<file path="config.mk">
export PLATFORM = sky130hd
export DESIGN_NAME = approx_mult_pipe
export DESIGN_NICKNAME = d
export VERILOG_FILES = /design/src/rtl/approx_mult_pkg.sv /design/src/rtl/approx_mult_pipe_pp_rows.sv /design/src/rtl/approx_mult_pipe.sv
export SDC_FILE = /design/constraint.sdc
export NUM_CORES = 1
export LEC_CHECK = 0
export CORE_MARGIN = 2
export CORE_UTILIZATION = 50
export CTS_CLUSTER_DIAMETER = 200
export DETAILED_ROUTE_END_ITERATION = 10
export PLACE_DENSITY = 0.81
export SLEW_MARGIN = 25
export SYNTH_ARGS = -nofsm -noshare
export SYNTH_HDL_FRONTEND = slang
export SYNTH_SLANG_ARGS = --single-unit
</file>
<file path="constraint.sdc">
create_clock -name clk -period 3.3 [get_ports clk]
set_input_delay 0.66 -clock clk [delete_from_list [all_inputs] [get_ports clk]]
set_output_delay 0.66 -clock clk [all_outputs]
set_load 0.005 [all_outputs]
</file>
<file path="src/rtl/approx_mult_pkg.sv">
// Shared definitions for the approximate multiplier datapath.
package approx_mult_pkg;

   localparam logic MODE_EXACT  = 1'b0;
   localparam logic MODE_APPROX = 1'b1;

   // Product column that receives the single-bit compensation term in approximate mode.
   function automatic int unsigned comp_col(input int unsigned w, input int unsigned l);
      return w + l - 2;
   endfunction

endpackage

</file>
<file path="src/rtl/approx_mult_pipe_pp_rows.sv">
// Combinational partial-product rows RowLo..RowHi of y*x, summed into a 2W-bit value.
// In approximate mode every row below L is forced to zero.
module approx_pp_rows
   import approx_mult_pkg::*;
#(
   parameter int unsigned W     = 8,
   parameter int unsigned L     = 2,
   parameter int unsigned RowLo = 0,
   parameter int unsigned RowHi = 3
) (
   input  logic [W-1:0]   x_i,
   input  logic [W-1:0]   y_i,
   input  logic           mode_i,
   output logic [2*W-1:0] sum_o
);

   logic [2*W-1:0] acc;
   logic [2*W-1:0] pp;
   logic [W-1:0]   xs;

   // Walk the multiplier bits LSB first; pp tracks y shifted to the current row.
   always_comb begin
      acc = '0;
      pp  = {{W{1'b0}}, y_i};
      xs  = x_i;
      for (int unsigned r = 0; r < W; r++) begin
         if (xs[0] && (r >= RowLo) && (r <= RowHi) && !((mode_i == MODE_APPROX) && (r < L))) begin
            acc = acc + pp;
         end
         pp = pp << 1;
         xs = xs >> 1;
      end
      sum_o = acc;
   end

endmodule

</file>
<file path="src/rtl/approx_mult_pipe.sv">
// Two-stage pipelined unsigned multiplier with runtime exact/approximate mode,
// valid/ready handshake on both sides and a saturating approximate-transaction counter.
module approx_mult_pipe
   import approx_mult_pkg::*;
#(
   parameter int unsigned W     = 8,
   parameter int unsigned L     = 2,
   parameter int unsigned CNT_W = 16
) (
   input  logic             clk,
   input  logic             rst,
   input  logic             in_valid,
   output logic             in_ready,
   input  logic [W-1:0]     x,
   input  logic [W-1:0]     y,
   input  logic             mode,
   output logic             out_valid,
   input  logic             out_ready,
   output logic [2*W-1:0]   z,
   output logic             out_mode,
   output logic [CNT_W-1:0] approx_cnt
);

   localparam int unsigned M       = W / 2;
   localparam int unsigned CompCol = comp_col(W, L);

   if ((L < 1) || (L > W - 1)) begin : g_bad_l
      $error("approx_mult_pipe: L must lie in 1..W-1");
   end

   logic             en;
   logic             accept;
   logic [2*W-1:0]   psum_lo_d, psum_hi_d;
   logic             comp_d;
   logic [2*W-1:0]   z_d;
   logic [CNT_W-1:0] cnt_d;

   logic             valid1_q;
   logic [2*W-1:0]   psum_lo_q, psum_hi_q;
   logic             comp_q;
   logic             mode_q;
   logic [2*W-1:0]   z_q;
   logic             out_mode_q;
   logic             out_valid_q;
   logic [CNT_W-1:0] cnt_q;

   approx_pp_rows #(
      .W     (W),
      .L     (L),
      .RowLo (0),
      .RowHi (M - 1)
   ) u_rows_lo (
      .x_i    (x),
      .y_i    (y),
      .mode_i (mode),
      .sum_o  (psum_lo_d)
   );

   approx_pp_rows #(
      .W     (W),
      .L     (L),
      .RowLo (M),
      .RowHi (W - 1)
   ) u_rows_hi (
      .x_i    (x),
      .y_i    (y),
      .mode_i (mode),
      .sum_o  (psum_hi_d)
   );

   // Handshake control, compensation bit, final sum and counter next state.
   always_comb begin
      en     = out_ready || !out_valid_q;
      accept = in_valid && en;
      comp_d = (mode == MODE_APPROX) && x[L-1] && y[W-1];
      z_d    = psum_lo_q + psum_hi_q + ({{(2*W-1){1'b0}}, comp_q} << CompCol);
      cnt_d  = cnt_q;
      if (accept && (mode == MODE_APPROX) && (cnt_q != {CNT_W{1'b1}})) begin
         cnt_d = cnt_q + 1'b1;
      end
   end

   // Stage 1: partial sums, compensation bit and mode of the accepted operands.
   always_ff @(posedge clk or posedge rst) begin
      if (rst) begin
         valid1_q  <= 1'b0;
         psum_lo_q <= '0;
         psum_hi_q <= '0;
         comp_q    <= 1'b0;
         mode_q    <= MODE_EXACT;
      end else if (en) begin
         valid1_q <= in_valid;
         if (accept) begin
            psum_lo_q <= psum_lo_d;
            psum_hi_q <= psum_hi_d;
            comp_q    <= comp_d;
            mode_q    <= mode;
         end
      end
   end

   // Stage 2: final product; z only updates when a real result arrives.
   always_ff @(posedge clk or posedge rst) begin
      if (rst) begin
         out_valid_q <= 1'b0;
         z_q         <= '0;
         out_mode_q  <= MODE_EXACT;
      end else if (en) begin
         out_valid_q <= valid1_q;
         if (valid1_q) begin
            z_q        <= z_d;
            out_mode_q <= mode_q;
         end
      end
   end

   // Saturating count of accepted approximate transactions.
   always_ff @(posedge clk or posedge rst) begin
      if (rst) begin
         cnt_q <= '0;
      end else begin
         cnt_q <= cnt_d;
      end
   end

   assign in_ready   = en;
   assign out_valid  = out_valid_q;
   assign z          = z_q;
   assign out_mode   = out_mode_q;
   assign approx_cnt = cnt_q;

endmodule

</file>
-- Word-level counts from Yosys, hierarchy flattened
Index checks and enable logic that the tools add are counted.
W data, S select, Z words.
- input bits: 21
- logic and storage cells: 39
- output and inout port bits: 35
- register bits after elaboration: 69
- equal/unequal tests: 1
- multiplexer cells: 8
- reduce and logical (&&, ||, !) cells: 12
- add/subtract/negate cells: 9
- operator list (operator ; number):
    $mux W16 ; 6
    $add A16 B9 Y16 ; 2
    $add A16 B1 Y16 const B ; 1
    $add A16 B10 Y16 ; 1
    $add A16 B11 Y16 ; 1
    $add A16 B13 Y16 ; 1
    $add A16 B14 Y16 ; 1
    $add A16 B15 Y16 ; 1
    $add A16 B16 Y16 ; 1
    $ne A16 B16 Y1 const B ; 1
    $mux W12 ; 1
    $mux W8 ; 1
    $logic_and A1 B1 Y1 ; 7
    $reduce_and A2 Y1 ; 2
    $logic_not A1 Y1 ; 2
    $logic_or A1 B1 Y1 ; 1

-- Longest topological paths before layout
- depth after elaboration: 9
- depth in mapped cells: 22

-- Cells and area by module
Synthesis repeated with hierarchy kept, for this count alone.
- cell total of the unflattened synthesis: 753
- area, all modules: 6376.1 um^2
- by module, submodules not included (module ; sequential area each (um^2) ; area each (um^2) ; cells an instance ; times used):
    approx_mult_pipe ; 1726.7 ; 3574.7 ; 378 ; 1
    approx_pp_rows at u_rows_lo ; 0.0 ; 1405.1 ; 187 ; 1
    approx_pp_rows at u_rows_hi ; 0.0 ; 1396.3 ; 188 ; 1

-- Least setup slack after synthesis
Ideal clock, no wire load.
- path kind: input-to-reg
- from: input x[0]
- to: register psum_lo_q[9]
- buffers on the path: 0
- library setup time: 0.126 ns
- data required time: 3.174 ns
- arrival time: 4.754 ns
- stages: 21
- slack: -1.580 ns
- cell sequence: nor2b_1 -> and2_1 -> ha_1 -> inv_1 -> fa_1 -> nor2b_4 -> o21ai_0 -> nor2b_1 -> o31ai_1 -> ha_1 -> a21oi_1 -> a21oi_1 -> o21ai_0 -> o211ai_1 -> or2_2 -> ha_1 -> a21oi_1 -> o21ai_0 -> xor2_1 -> and3_1 -> a221o_1
- word-level cells in the longest chain between the ends: 8
- ends and longest elaborated chain (what ; line ; source):
    from (decl) ; approx_mult_pipe.sv:14 ; input logic [W-1:0] x,
    $logic_and A1 B1 Y1 * ; approx_mult_pipe_pp_rows.sv:27 ; if (xs[0] && (r >= RowLo) && (r <= RowHi) && !((mode_i == MODE_APPROX) && (r < L))) begin
    $mux W8 * ; approx_mult_pipe_pp_rows.sv:27 ;
    $add A16 B9 Y16 ; approx_mult_pipe_pp_rows.sv:28 ; acc = acc + pp;
    $mux W16 * ; approx_mult_pipe_pp_rows.sv:27 ;
    $add A16 B10 Y16 ; approx_mult_pipe_pp_rows.sv:28 ;
    $mux W16 * ; approx_mult_pipe_pp_rows.sv:27 ;
    $add A16 B11 Y16 ; approx_mult_pipe_pp_rows.sv:28 ;
    $mux W16 * ; approx_mult_pipe_pp_rows.sv:27 ;
    to (signal assigned) ; approx_mult_pipe.sv:94 ; psum_lo_q <= psum_lo_d;
    to (decl) ; approx_mult_pipe.sv:39 ; logic [2*W-1:0] psum_lo_q, psum_hi_q;
Mark *: on every way between the ends. The rest lies on a longest branch, timed or not.
A chain may end at the register's enable or synchronous reset.

-- Final worst setup path
- from: input y[7]
- to: register psum_hi_q[13]
- word-level cells in the longest chain between the ends: 7
- ends and longest elaborated chain (what ; line ; source):
    from (decl) ; approx_mult_pipe.sv:15 ; input logic [W-1:0] y,
    $mux W12 ; approx_mult_pipe_pp_rows.sv:27 ;
    $add A16 B13 Y16 ; approx_mult_pipe_pp_rows.sv:28 ;
    $mux W16 ; approx_mult_pipe_pp_rows.sv:27 ;
    $add A16 B14 Y16 ; approx_mult_pipe_pp_rows.sv:28 ;
    $mux W16 * ; approx_mult_pipe_pp_rows.sv:27 ;
    $add A16 B15 Y16 ; approx_mult_pipe_pp_rows.sv:28 ;
    $mux W16 * ; approx_mult_pipe_pp_rows.sv:27 ;
    to (signal assigned) ; approx_mult_pipe.sv:95 ; psum_hi_q <= psum_hi_d;
    to (decl) ; approx_mult_pipe.sv:39 ;
Marked as above.

==> flow_metrics.py <==
metrics = {
    "outcome": {
        "run_status": "finished with violations",
        "violations": "negative setup slack",
    },
    "synth": {
        "synth_area_mm2": 0.00562,
        "syn_nets": 755,
        "yosys_warnings": 0,
        "synth-adder-area-share_pct": 17.3,
        "synth-simple-area-share_pct": 18.8,
        "synth-main-ff-cell": "dfrtp_1",
        "synth_xor_area_share_pct": 7.02,
        "ys_seq_area_share_pct": 27.2,
        "async_flop_share_pct": 100,
        "synth_top_family_by_area": "compound AO/OA/AOI/OAI gates",
        "synth_edf_count": 0,
        "synthMuxAreaShare_pct": 4.54,
        "syn_avg_cell_area_um2": 8.50,
        "synth_cells": 661,
        "ys_types": 62,
        "synth-seq-cells": 61,
        "synth_compound_area_share_pct": 21.2,
    },
    "final_layout": {
        "fin_nets": 985,
        "layout_common_cells": "buf_4, nand2_1, dfrtp_1",
        "diodes": 0,
        "layout_commonest_cell": "buf_4",
        "final_layout_size_suffix_gt1_share_pct": 38.4,
        "final_cells": 1035,
        "fillers": 625,
        "syn_to_final_growth_pct": 54.3,
    },
    "sta": {
        "setup_viol": 17,
        "maxSlewViolCount": 0,
        "hold_viol": 0,
        "finalCritPeriodShare_pct": 132,
        "tightest_slew_ns": 0.784,
        "clock.fmax_ghz": 0.229,
        "whs_ns": 0.485,
        "fin_ws_ns": -1.07,
        "max-slew-margin-rel_pct": 47.6,
        "fin_crit_ns": 4.37,
        "rsz0062_at_grt": "yes",
        "fin_skew_ns": 0.00868,
    },
    "global_route": {
        "top_usage_layer": "met2",
        "grtUsageMet3_pct": 4.47,
        "grt_max_degree": 62,
        "grt_first_pass_wirelength_um": 29600,
        "grt_pass1_vias": 6170,
        "use_met2_pct": 55.0,
        "grt_overflow": 0,
        "grt.total_usage_pct": 31.3,
        "grt_util_met1_pct": 38.1,
        "antenna_found_initial": 0,
    },
    "placement": {
        "place_hpwl_um": 13300,
        "port_buffers": 55,
        "place_ws_ns": -1.94,
        "place_inst": 982,
        "routabilityCongestion": 0.935,
    },
    "worst_hold_path": {
        "hold_class": "reg -> reg",
    },
    "routing": {
        "drt-total-wl_um": 19600,
        "drc": 0,
        "ant_nets": 0,
        "vias": 6151,
        "wl_per_cell_um": 18.9,
        "firstDrtPassIters": 6,
        "viasPerCell": 5.94,
        "drt_iter0_markers": 562,
    },
    "critical_path": {
        "crit_path_end_kind": "flip-flop",
        "cp_cell_sequence": "clkdlybuf4s50_1 > buf_4 > and2_1 > ha_1 > a21oi_1 > o21ai_2 > xnor2_2 > nor2_1 > ha_1 > buf_4 > nor2_1 > a21boi_2 > nand2_1 > o31ai_2 > ha_1 > a21oi_2 > o21ai_2 > xor2_1 > a32oi_1 > o221ai_1",
        "cp_max_fo": 4,
        "ff2ff_path_depth": 9,
        "r2r-start": "psum_lo_q[5]",
        "timing.rr.end": "z[15]",
        "crit_path_end": "psum_hi_q[13]",
        "startpoint": "y[7]",
        "slowest_stage": "clkdlybuf4s50_1",
        "path_common_cell": "ha_1",
        "regToRegSetupSlack_ns": 0.57,
        "slowest_delay_ns": 0.50,
        "crit_family": "compound AO/OA/AOI/OAI gates",
        "startpoint_type": "primary input",
        "required_ns": 3.48,
        "worstSetupPathType": "in -> reg",
        "crit_arrival_ns": 4.55,
        "cp.depth": 20,
        "worst-path-buf-inv": 3,
    },
    "power_and_ir_drop": {
        "p_sw_uw": 1580,
        "vdd_drop_max_v": 0.000433,
        "leakagePower_uw": 0.00408,
        "p_total_uw": 4140,
        "clkPwrFrac_pct": 15.1,
        "p_per_area_mw_per_mm2": 477,
        "pwr-share-comb_pct": 58.2,
        "internal-power_uw": 2560,
        "seqPwrFrac_pct": 26.7,
        "sw_frac_of_total_pct": 38.3,
    },
    "clock_network": {
        "cts-htree-levels": 3,
        "clk_latency_ns": 0.35,
        "cts.reportedPaths.clkPinSlew_ns": 0.06,
        "clkSinkCount": 61,
        "cts_tree": "done",
        "root_buffer": "clkbuf_8",
        "clk_path_buf_depth": 2,
        "postCtsHoldBufs": 0,
        "cts_inserted_buffers": 9,
    },
    "floorplan": {
        "dieHeight_um": 110,
        "coreArea_mm2": 0.0109,
        "ios": 56,
        "die-area_mm2": 0.0121,
        "die_x_um": 110,
        "start_util_pct": 51.6,
        "num_rows": 38,
    },
    "flow_run": {
        "maxCapViolations": 0,
    },
}
power by group through the flow:
stage	combinational, uW	sequential, uW	clock, uW
global placement	1860	1090	0
floorplan	1140	1080	0
finish	2410	1110	624
global route	2600	1130	655
detailed placement	1960	1110	0
CTS	2180	1100	625
per-stage QoR:
stage / cell area, um^2 / util (%) / TNS, ns
floorplan: 5920 / - / -9.31
global placement: 7660 / 70.3 / -23.64
detailed placement: 7660 / 70.3 / -25.67
CTS: 8410 / 77.2 / -10.53
global route: 8670 / 79.6 / -14.93
finish: 8670 / 79.6 / -12.40
area by class of cell:
type,instances,area [um^2],share of cell area (%)
flip-flops and latches,61,1530,17.6
clock buffers,10,128,1.47
repair buffers,241,2020,23.3
well taps,140,175,2.02
multi-input cells,542,4630,53.4
inverters,36,139,1.60
clock inverters,5,52.6,0.606
cells by family (layout without fill, tap and decap cells):
family,Yosys count,after routing
muxes,24,24
and+or+nand+nor,221,221
xor gates and xnor gates,45,45
buffers and inverters,58,292
adders and majority gates,73,73
DFF,61,61
AOI/OAI and AO/OA,179,179
worst min-delay path: stages (launching register included):
cell and delay, ns:
dfrtp_1 0.34, nand2_1 0.05, o21ai_0 0.06
state kept, by name (all words and copies together) (netlist names):
name        flops
psum_lo_q      12
psum_hi_q      12
approx_cnt     16
mode_q          1
out_mode        1
z              16
out_valid       1
comp_q          1
valid1_q        1
synth_stat cells (8+ instances only):
| cell type | number | area [um^2] |
|---|---|---|
| nand2_1 | 81 | 304 |
| ha_1 | 65 | 813 |
| dfrtp_1 | 61 | 1530 |
| o21ai_0 | 47 | 235 |
| a21oi_1 | 42 | 210 |
| nor2_1 | 41 | 154 |
| inv_1 | 35 | 131 |
| xnor2_1 | 29 | 254 |
| nand3_1 | 21 | 105 |
| clkbuf_1 | 20 | 75.1 |
| a21o_1 | 18 | 135 |
| xor2_1 | 16 | 140 |
| nor3_1 | 15 | 75.1 |
| and2_1 | 12 | 75.1 |
| mux2_2 | 12 | 135 |
| mux2i_1 | 12 | 120 |
| o31ai_1 | 9 | 67.6 |
| fa_1 | 8 | 160 |
| nand2b_1 | 8 | 50.1 |
| nand4_1 | 8 | 50.1 |
| nor2b_1 | 8 | 50.1 |
worst min path at each step:
stage                      start      endpoint  slack, ns  cells after the start
finish                     z[11]         z[11]       0.48                      2
global route              mode_q        mode_q       0.52                      2
CTS                     valid1_q     out_valid       0.47                      2
detailed placement      valid1_q     out_valid       0.45                      2
global placement        valid1_q     out_valid       0.45                      2
floorplan           psum_lo_q[0]  psum_lo_q[0]       0.43                      2
what timing repair did:
item | in CTS | in global routing
pin swaps | 107 | 59
buffers inserted | 30 | 12
gates resized for setup | 108 | 41
endpoints found under the setup margin | 18 | 18
routing by layer:
layer,wire [um],share of wire (%)
met1,7690,39
met2,9800,50
met3,1220,6.2
met4,863,4.4
met5,0,0
(Power assumes the default switching activity.)
